--- src/rtl/seg_display_driver.sv ---
// -----------------------------------------------------------------------------
// seg_display_driver
//
// Segment-side driver for a 4-digit multiplexed seven-segment display. The
// active-low anode scan code from an external scan counter selects which digit
// is being shown. This block drives the matching active-low segment and
// decimal-point lines.
//
// New values arrive through a load/ready handshake into a shadow register.
// They are promoted to the displayed value only when the scan wraps to
// digit 0, so a frame never mixes old and new digits. A stall timer forces the
// promotion if the scanner stops moving.
//
// Ports
//   clk      in   system clock, rising edge
//   Reset    in   synchronous active-high reset
//   AN[3:0]  in   anode scan code, active-low one-hot, digit 0 rightmost
//   data     in   16-bit hex value, nibble i -> digit i
//   dp_mask  in   decimal points, bit i lights digit i (captured with data)
//   blank_lz in   leading-zero blanking enable (captured with data)
//   load     in   capture request
//   ready    out  a load will be accepted this cycle
//   seg[6:0] out  segments {g,f,e,d,c,b,a}, active-low, registered
//   dp       out  decimal point, active-low, registered
//   commit   out  shadow becomes the displayed value in this cycle
//   scan_err out  sticky flag for an illegal AN code
// -----------------------------------------------------------------------------
module seg_display_driver #(
    parameter int STALL_LIMIT = 400000
) (
    input  logic        clk,
    input  logic        Reset,
    input  logic [3:0]  AN,
    input  logic [15:0] data,
    input  logic [3:0]  dp_mask,
    input  logic        blank_lz,
    input  logic        load,
    output logic        ready,
    output logic [6:0]  seg,
    output logic        dp,
    output logic        commit,
    output logic        scan_err
);

    localparam int CW = $clog2(STALL_LIMIT);
    localparam logic [CW-1:0] STALL_MAX = CW'(STALL_LIMIT - 1);

    typedef enum logic {S_IDLE, S_PENDING} state_t;

    state_t         r_state;
    logic [15:0]    r_sh_data;
    logic [3:0]     r_sh_dp;
    logic           r_sh_blz;
    logic [15:0]    r_disp_data;
    logic [3:0]     r_disp_dp;
    logic           r_disp_blz;
    logic [3:0]     r_an_q;
    logic [CW-1:0]  r_stall_cnt;
    logic [6:0]     r_seg;
    logic           r_dp;
    logic           r_scan_err;

    logic           w_boundary;
    logic           w_timeout;
    logic           w_commit;
    logic [15:0]    w_src_data;
    logic [3:0]     w_src_dp;
    logic           w_src_blz;
    logic [3:0]     w_sel;
    logic [3:0]     w_blank;
    logic [3:1]     w_nz;
    logic           w_valid;
    logic           w_illegal;
    logic [1:0]     w_idx;
    logic [3:0]     w_nib;
    logic [6:0]     w_hex;

    // The scan wrapping onto digit 0 marks the start of a new frame.
    assign w_boundary = (AN == 4'b1110) && (r_an_q != 4'b1110);
    assign w_timeout  = (r_stall_cnt == STALL_MAX);
    // Reset discards a pending value, so it must never pulse commit.
    assign w_commit   = (r_state == S_PENDING) && (w_boundary || w_timeout) && !Reset;

    // In a commit cycle, decode from the shadow so digit 0 of the new frame
    // already shows the new value.
    assign w_src_data = w_commit ? r_sh_data : r_disp_data;
    assign w_src_dp   = w_commit ? r_sh_dp   : r_disp_dp;
    assign w_src_blz  = w_commit ? r_sh_blz  : r_disp_blz;

    // Per-digit select and leading-zero blanking. Digit i is blank when it and
    // every digit to its left are zero. Digit 0 always shows.
    assign w_blank[0] = 1'b0;
    generate
        for (genvar gi = 0; gi < 4; gi++) begin : g_sel
            assign w_sel[gi] = (AN == ~(4'b0001 << gi));
        end
        for (genvar gi = 1; gi < 4; gi++) begin : g_lz
            assign w_nz[gi]    = |w_src_data[4*gi +: 4];
            assign w_blank[gi] = w_src_blz && ~|w_nz[3:gi];
        end
    endgenerate

    assign w_valid   = |w_sel;
    // 1111 (all off) and 0000 (scanner in reset) blank quietly.
    assign w_illegal = !w_valid && (AN != 4'b1111) && (AN != 4'b0000);

    always_comb begin
        w_idx = 2'd0;
        for (int i = 0; i < 4; i++) begin
            if (w_sel[i]) w_idx = 2'(i);
        end
    end

    assign w_nib = w_src_data[{w_idx, 2'b00} +: 4];

    always_comb begin
        w_hex = 7'b1111111;
        case (w_nib)
            4'h0: w_hex = 7'b1000000;
            4'h1: w_hex = 7'b1111001;
            4'h2: w_hex = 7'b0100100;
            4'h3: w_hex = 7'b0110000;
            4'h4: w_hex = 7'b0011001;
            4'h5: w_hex = 7'b0010010;
            4'h6: w_hex = 7'b0000010;
            4'h7: w_hex = 7'b1111000;
            4'h8: w_hex = 7'b0000000;
            4'h9: w_hex = 7'b0010000;
            4'hA: w_hex = 7'b0001000;
            4'hB: w_hex = 7'b0000011;
            4'hC: w_hex = 7'b1000110;
            4'hD: w_hex = 7'b0100001;
            4'hE: w_hex = 7'b0000110;
            4'hF: w_hex = 7'b0001110;
            default: w_hex = 7'b1111111;
        endcase
    end

    always_ff @(posedge clk) begin
        if (Reset) begin
            r_state     <= S_IDLE;
            r_sh_data   <= '0;
            r_sh_dp     <= '0;
            r_sh_blz    <= 1'b0;
            r_disp_data <= '0;
            r_disp_dp   <= '0;
            r_disp_blz  <= 1'b0;
            r_an_q      <= 4'b1111;
            r_stall_cnt <= '0;
            r_seg       <= 7'b1111111;
            r_dp        <= 1'b1;
            r_scan_err  <= 1'b0;
        end else begin
            r_an_q <= AN;

            // Measures how long the scan code has been frozen while pending.
            if (r_state == S_IDLE || AN != r_an_q)
                r_stall_cnt <= '0;
            else
                r_stall_cnt <= r_stall_cnt + 1'b1;

            case (r_state)
                S_IDLE: begin
                    if (load) begin
                        r_sh_data <= data;
                        r_sh_dp   <= dp_mask;
                        r_sh_blz  <= blank_lz;
                        r_state   <= S_PENDING;
                    end
                end
                S_PENDING: begin
                    if (w_commit) begin
                        r_disp_data <= r_sh_data;
                        r_disp_dp   <= r_sh_dp;
                        r_disp_blz  <= r_sh_blz;
                        r_state     <= S_IDLE;
                    end
                end
                default: r_state <= S_IDLE;
            endcase

            if (w_valid) begin
                r_seg <= w_blank[w_idx] ? 7'b1111111 : w_hex;
                r_dp  <= ~w_src_dp[w_idx];
            end else begin
                r_seg <= 7'b1111111;
                r_dp  <= 1'b1;
            end

            if (w_illegal) r_scan_err <= 1'b1;
        end
    end

    assign ready    = (r_state == S_IDLE);
    assign commit   = w_commit;
    assign seg      = r_seg;
    assign dp       = r_dp;
    assign scan_err = r_scan_err;

endmodule

--- config.mk ---
export PLATFORM = sky130hd
export DESIGN_NAME = seg_display_driver
export DESIGN_NICKNAME = d
export VERILOG_FILES = /design/src/rtl/seg_display_driver.sv
export SDC_FILE = /design/constraint.sdc
export NUM_CORES = 1
export LEC_CHECK = 0
export ABC_AREA = 1
export CELL_PAD_IN_SITES_DETAIL_PLACEMENT = 1
export CELL_PAD_IN_SITES_GLOBAL_PLACEMENT = 2
export CORE_UTILIZATION = 32
export DETAILED_ROUTE_END_ITERATION = 12
export GPL_ROUTABILITY_DRIVEN = 0
export PLACE_DENSITY_LB_ADDON = 0.1
export SLEW_MARGIN = 20
export SYNTH_ARGS = -nofsm -noshare
export SYNTH_HDL_FRONTEND = slang
export SYNTH_SLANG_ARGS = --single-unit
--- constraint.sdc ---
create_clock -name clk -period 3.3 [get_ports clk]
set_clock_uncertainty 0.15 [all_clocks]
set_input_delay 0.825 -clock clk [delete_from_list [all_inputs] [get_ports clk]]
set_output_delay 0.825 -clock clk [all_outputs]
set_load 0.05 [all_outputs]
# Word-level counts from Yosys, hierarchy flattened
# Memory sizes are Yosys's and may differ from the RTL's. A register that Yosys moved wholly into a read port is not among the register bits.
# Index checks and enable logic that the tools add are counted.
totals:
  regBits: 68
  rom_bits: 112
  in_bits: 28
  output_inout_bits: 11
  n_memories: 1
op_classes:
  add_sub_neg: 1
  n_lt_le_gt_ge: 1
  n_eq_ne: 8
  n_shift: 1
  mux: 13
  bitwise_logic: 3
  reduce_logical: 24
mem_list:
  columns: ["name", "depth", "width", "rd", "rd_ports_with_merged_regs", "write_ports", "line_no", "text"]
  rows:
  - ["(no name shown)", 16, 7, 1, 1, 0, "118", "case (w_nib)"]
op_table:
  columns: ["cell", "count"]
  rows:
  - ["adder 19 x 1 -> 19 bit, second input constant", 1]
  - ["equality test 19 bit, second input constant", 1]
  - ["two-way mux 16 bit", 1]
  - ["variable part select 16 x 5 -> 4 bit", 1]
  - ["equality test 4 bit, second input constant", 3]
  - ["OR reduction 12 bit", 1]
  - ["logical AND 1 bit", 8]
  - ["!= test 4 bit, second input constant", 2]
  - ["OR reduction 4 bit", 2]
  - ["OR reduction 8 bit", 1]
  - ["two-way mux 1 bit", 6]
  - ["zero test 1 bit", 5]
  - ["binary-select mux 1 bit (select 2 bit)", 2]
  - ["equality test 4 x 3 -> 1 bit, second input constant", 1]
  - ["two-way mux 2 bit", 2]
  - ["two-way mux 4 bit", 1]
  - ["!= test 4 bit", 1]
  - ["nonzero test 4 bit", 1]
  - ["OR reduction 2 bit", 2]
  - ["< comparator 2 x 3 -> 1 bit, second input constant", 1]
  - ["NOT 1 bit", 3]
  - ["OR reduction 3 bit", 1]
  - ["logical OR 1 bit", 2]
  - ["one-hot mux 1 bit (2 select lines)", 1]
  - ["AND reduction 2 bit", 1]

# Depth between registers and ports, before layout
logic_depth:
  depth_word: 12
  ltp_mapped: 20
  mapped_depth_nobuf: 19

# Worst setup path after synthesis
# No wires, ideal clock.
synth_path:
  path_kind: "input-to-reg"
  start: "input port Reset"
  end: "register r_seg[3], in the netlist seg[3]"
  arrival_ps: 2384
  t_required_ps: 3021
  path_slack_ps: 637
  stages: 13
  n_path_buf: 2
  cell_sequence: "buf_2 -> nor2_4 -> clkbuf_1 -> nand3_1 -> nand3_1 -> nand3_2 -> nand2_2 -> clkinv_2 -> ha_1 -> inv_1 -> nand2_1 -> nand3_1 -> nand3_1"
synth_via:
  elab_chain_cells: 9
  word_cells_on_any_way: 17
  cone_classes: "1 x shift; 4 x mux; 12 x reduce/logical"
synth_lines:
  columns: ["element", "line_no", "text"]
  rows:
  - ["start, declared", "32", "input logic Reset,"]
  - ["zero test 1 bit", "82", "assign w_commit = (r_state == S_PENDING) && (w_boundary || w_timeout) && !Reset;"]
  - ["logical AND 1 bit", "82", null]
  - ["two-way mux 16 bit", null, null]
  - ["OR reduction 12 bit, or another cell as far along", "99", "assign w_blank[gi] = w_src_blz && ~|w_nz[3:gi];"]
  - ["zero test 1 bit", "99", null]
  - ["logical AND 1 bit", "99", null]
  - ["binary-select mux 1 bit (select 2 bit)", "183", "r_seg <= w_blank[w_idx] ? 7'b1111111 : w_hex;"]
  - ["two-way mux 1 bit (implied by the code)", "183", null]
  - ["OR reduction 3 bit (no line)", null, null]
  - ["end, declared", "59", "logic [6:0] r_seg;"]
# Parallel ways exist; a longest one is shown, timed or not. The select of a mux whose other input is x is not followed.
# A chain may end at the register's enable or synchronous reset.

# Worst setup path after layout
layout_path:
  start: "input port AN[2]"
  end: "output port commit"
layout_via:
  elab_chain_cells: 5
layout_lines:
  columns: ["element", "line_no", "text"]
  rows:
  - ["start, declared", "33", "input logic [3:0] AN,"]
  - ["equality test 4 bit", "79", "assign w_boundary = (AN == 4'b1110) && (r_an_q != 4'b1110);"]
  - ["logical AND 1 bit", "79", null]
  - ["logical OR 1 bit", "82", null]
  - ["logical AND 1 bit (2 in series)", "82", null]
  - ["end, declared", "41", "output logic commit,"]
# Every way passes these cells.

==> metrics <==
crit path launch type=input port; vias in the first global route=around 3400; Routed Antenna Nets=0; critical path peak fanout=18; Clk network pwr share=46.3%; asr flop ratio synth=0%; Avg Vias per Cell=roughly 4.7; syn_nets=~540; Synth warnings=0; CP Class=input port to primary output; die height=108.8 um; Cells after Synth=between 500 and 600; fin. max-slew vios=0; antenna violations before repair=0; hold path depth=2; final hold violations=0; P_int=1.665 mW; Detailed Routing Iterations Pass 1=5; Worst-Margin Slew=~0.84 ns; grt ovf=0; Sw Share=23.90%; count of final setup violators=0; post-synthesis sequential area ratio=41.17%; Clock Latency Late Sink=between 0.3 and 0.4 ns; via count=3235; EDFF count, synth=0; Rows=38; Crit. End Element=primary output; final std cells w/o fill=693; hold crit path type=flop to flop; die area=11830 um^2; Tot GR Track Use=17.53%; Max-Slew Margin vs Limit=43.99%; num ports=39; Max Fclk=316.3 MHz; nets=584; number of port buffers=38; Final Core Density=41.48%; Syn Area/Cell=7.280 um^2; FF-to-FF path depth=15; Setup Buffers After CTS=0; core area=10980 um^2; PD cells=480.1 nW/um^2; #FFs+latches synth=75; leakage=1.879 nW; sw power=522.8 uW; max-cap violations=0; WL/cell=approximately 13 um; initial core utilization=33.21%; worst IR drop on VDD=0.2301 mV; CTS Sinks=75; CTS Buf Count=9; Area Overhead vs Synth=24.91%; Post-Syn Area=between 3000 and 4000 um^2; ys flop type=dfxtp_1; Yosys cell types=40; global-route wire length before repair=between 15000 and 20000 um; RSZ-0062 raised after global routing=false; sequential share of power=43.5%; Design Area, Final=approximately 4600 um^2; min cycle time layout=3.162 ns; DIE WIDTH=108.8 um; placed cells=679; largest net degree at the start of global routing=30; instance area after placement=4245 um^2; DRC violations left=0; H-Tree Level Count=3; n_diodes=0; Worst EP required=2.32 ns; DRT iter0 DRCs=106; final worst-path cycle share=between 90% and 100%; Gate power share=between 10% and 20%; crit path DAT=2.19 ns; CTS tree=done; layout cells sized above 1=around 14%; Clock Tree Root=clkbuf_16; status=finished, final reports clean; drt total wl=9199 um; Max Root-Sink Buffers=2; estimated wirelength of the detail-placed design=6969 um; Reg clk slew, reported paths=0.06 ns
critical path, cell delays in order:
cell,delay [ns]
clkdlybuf4s50_1,0.48
nand2_1,0.10
inv_2,0.10
nand4_2,0.14
nand2_4,0.14
nand2_8,0.13
inv_2,0.14
buf_12,0.14
final cells by class:
class,instances,area [um^2]
clock buffer,12,266.5
clock inverter,2,35.03
fill,1344,6427
inverter,65,246.5
multi-input combinational,343,1793
sequential,75,1501
tap,140,175.2
timing repair buffer,56,538.0
layout by cell type (no fill, tap or decap), types with 2 or more instances in the layout:
cell / instances
o21ai_0: 30
nor2_1: 68
a211oi_1: 2
clkbuf_16: 9
nor2_2: 5
ha_1: 6
clkdlybuf4s50_1: 37
nand2_1: 95
clkinv_2: 3
nor3_1: 7
xnor2_1: 2
nand2_2: 6
inv_1: 53
nand3_1: 48
nand3_2: 9
nor2_4: 2
nand2_4: 5
dfxtp_1: 75
xor2_1: 3
o21ai_1: 3
clkbuf_8: 3
buf_4: 17
buf_12: 2
nand4_1: 5
inv_2: 10
o211ai_1: 2
a21oi_1: 26
nand3b_1: 4
mux2i_1: 2
metrics by stage:
step	hold slack [ns]	power, mW	TNS [ns]	setup WS, ns
3_5_place_dp	0.2885	1.198	-0.001761	-0.001761
3_3_place_gp	0.2831	1.194	0	0.02236
5_1_grt	0.3173	2.288	0	0.03552
4_1_cts	0.2999	2.225	0	0.08202
2_1_floorplan	0.2675	1.107	0	0.6372
6_report	0.2970	2.187	0	0.1381
power by group through the flow:
stage          registers [mW]  logic (mW)  clock network, mW
4_1_cts                 0.951       0.228               1.05
5_1_grt                 0.954       0.252               1.08
3_5_place_dp            0.971       0.227                  0
6_report                0.951       0.225               1.01
3_3_place_gp            0.970       0.224                  0
2_1_floorplan           0.988       0.119                  0
flip-flops by register name, summed over array words and instances (netlist names):
| signal | count |
|---|---|
| r_an_q | 4 |
| r_disp_data | 16 |
| r_stall_cnt | 19 |
| r_sh_blz | 1 |
| r_sh_data | 16 |
| r_disp_dp | 4 |
| scan_err | 1 |
| r_disp_blz | 1 |
| r_sh_dp | 4 |
| seg | 7 |
| r_state | 1 |
| dp | 1 |
metal layers:
layer | up-vias | track usage, % | part of all wire (%)
met5 | - | 0 | 0
met1 | 1491 | 22.25 | 50
met2 | 36 | 29.07 | 47
met3 | 6 | 4.184 | 2.6
li1 | 1702 | - | -
met4 | 0 | 5.792 | 1.1
logic make-up (layout without fill, tap and decap cells):
family          count (synthesis)  in the layout  share of synthesized area [%]
mux                             2              2                         0.5489
simple gates                  261            261                          34.75
buf+inv                        83            135                          9.914
compound gates                 69             69                          10.36
fa+ha+maj                       6              6                          2.058
flops                          75             75                          41.17
xor+xnor                        5              5                          1.201
timing repair:
action	in CTS	in global routing
resized for setup	0	1
endpoints found under the setup margin	0	1
hold buffers	0	0
synthesized netlist by cell type (3+ instances only):
library cell,instances,area (um^2)
nand2_1,95,356.6
dfxtp_1,75,1501
nor2_1,68,255.2
inv_1,53,198.9
nand3_1,48,240.2
o21ai_0,30,150.1
a21oi_1,26,130.1
inv_2,10,37.54
clkbuf_1,9,33.78
nand3_2,9,90.09
nor3_1,7,35.03
ha_1,6,75.07
nand2_2,6,37.54
nand2_4,6,67.56
buf_6,5,56.30
nand4_1,5,31.28
nor2_2,5,31.28
nand3b_1,4,30.03
o21ai_1,3,15.01
xor2_1,3,26.28
worst paths after layout:
check                                 start                 endpoint  slack (ns)
setup / recovery                      AN[2]                   commit        0.14
hold reg to reg     r_sh_dp[0]$_SDFFE_PP0P_  r_sh_dp[0]$_SDFFE_PP0P_        0.30
setup reg to reg  r_stall_cnt[0]$_SDFF_PP0_        seg[3]$_SDFF_PP1_        0.71
hold / removal      r_sh_dp[0]$_SDFFE_PP0P_  r_sh_dp[0]$_SDFFE_PP0P_        0.30
Note: power is estimated with default switching activity, not from simulation.
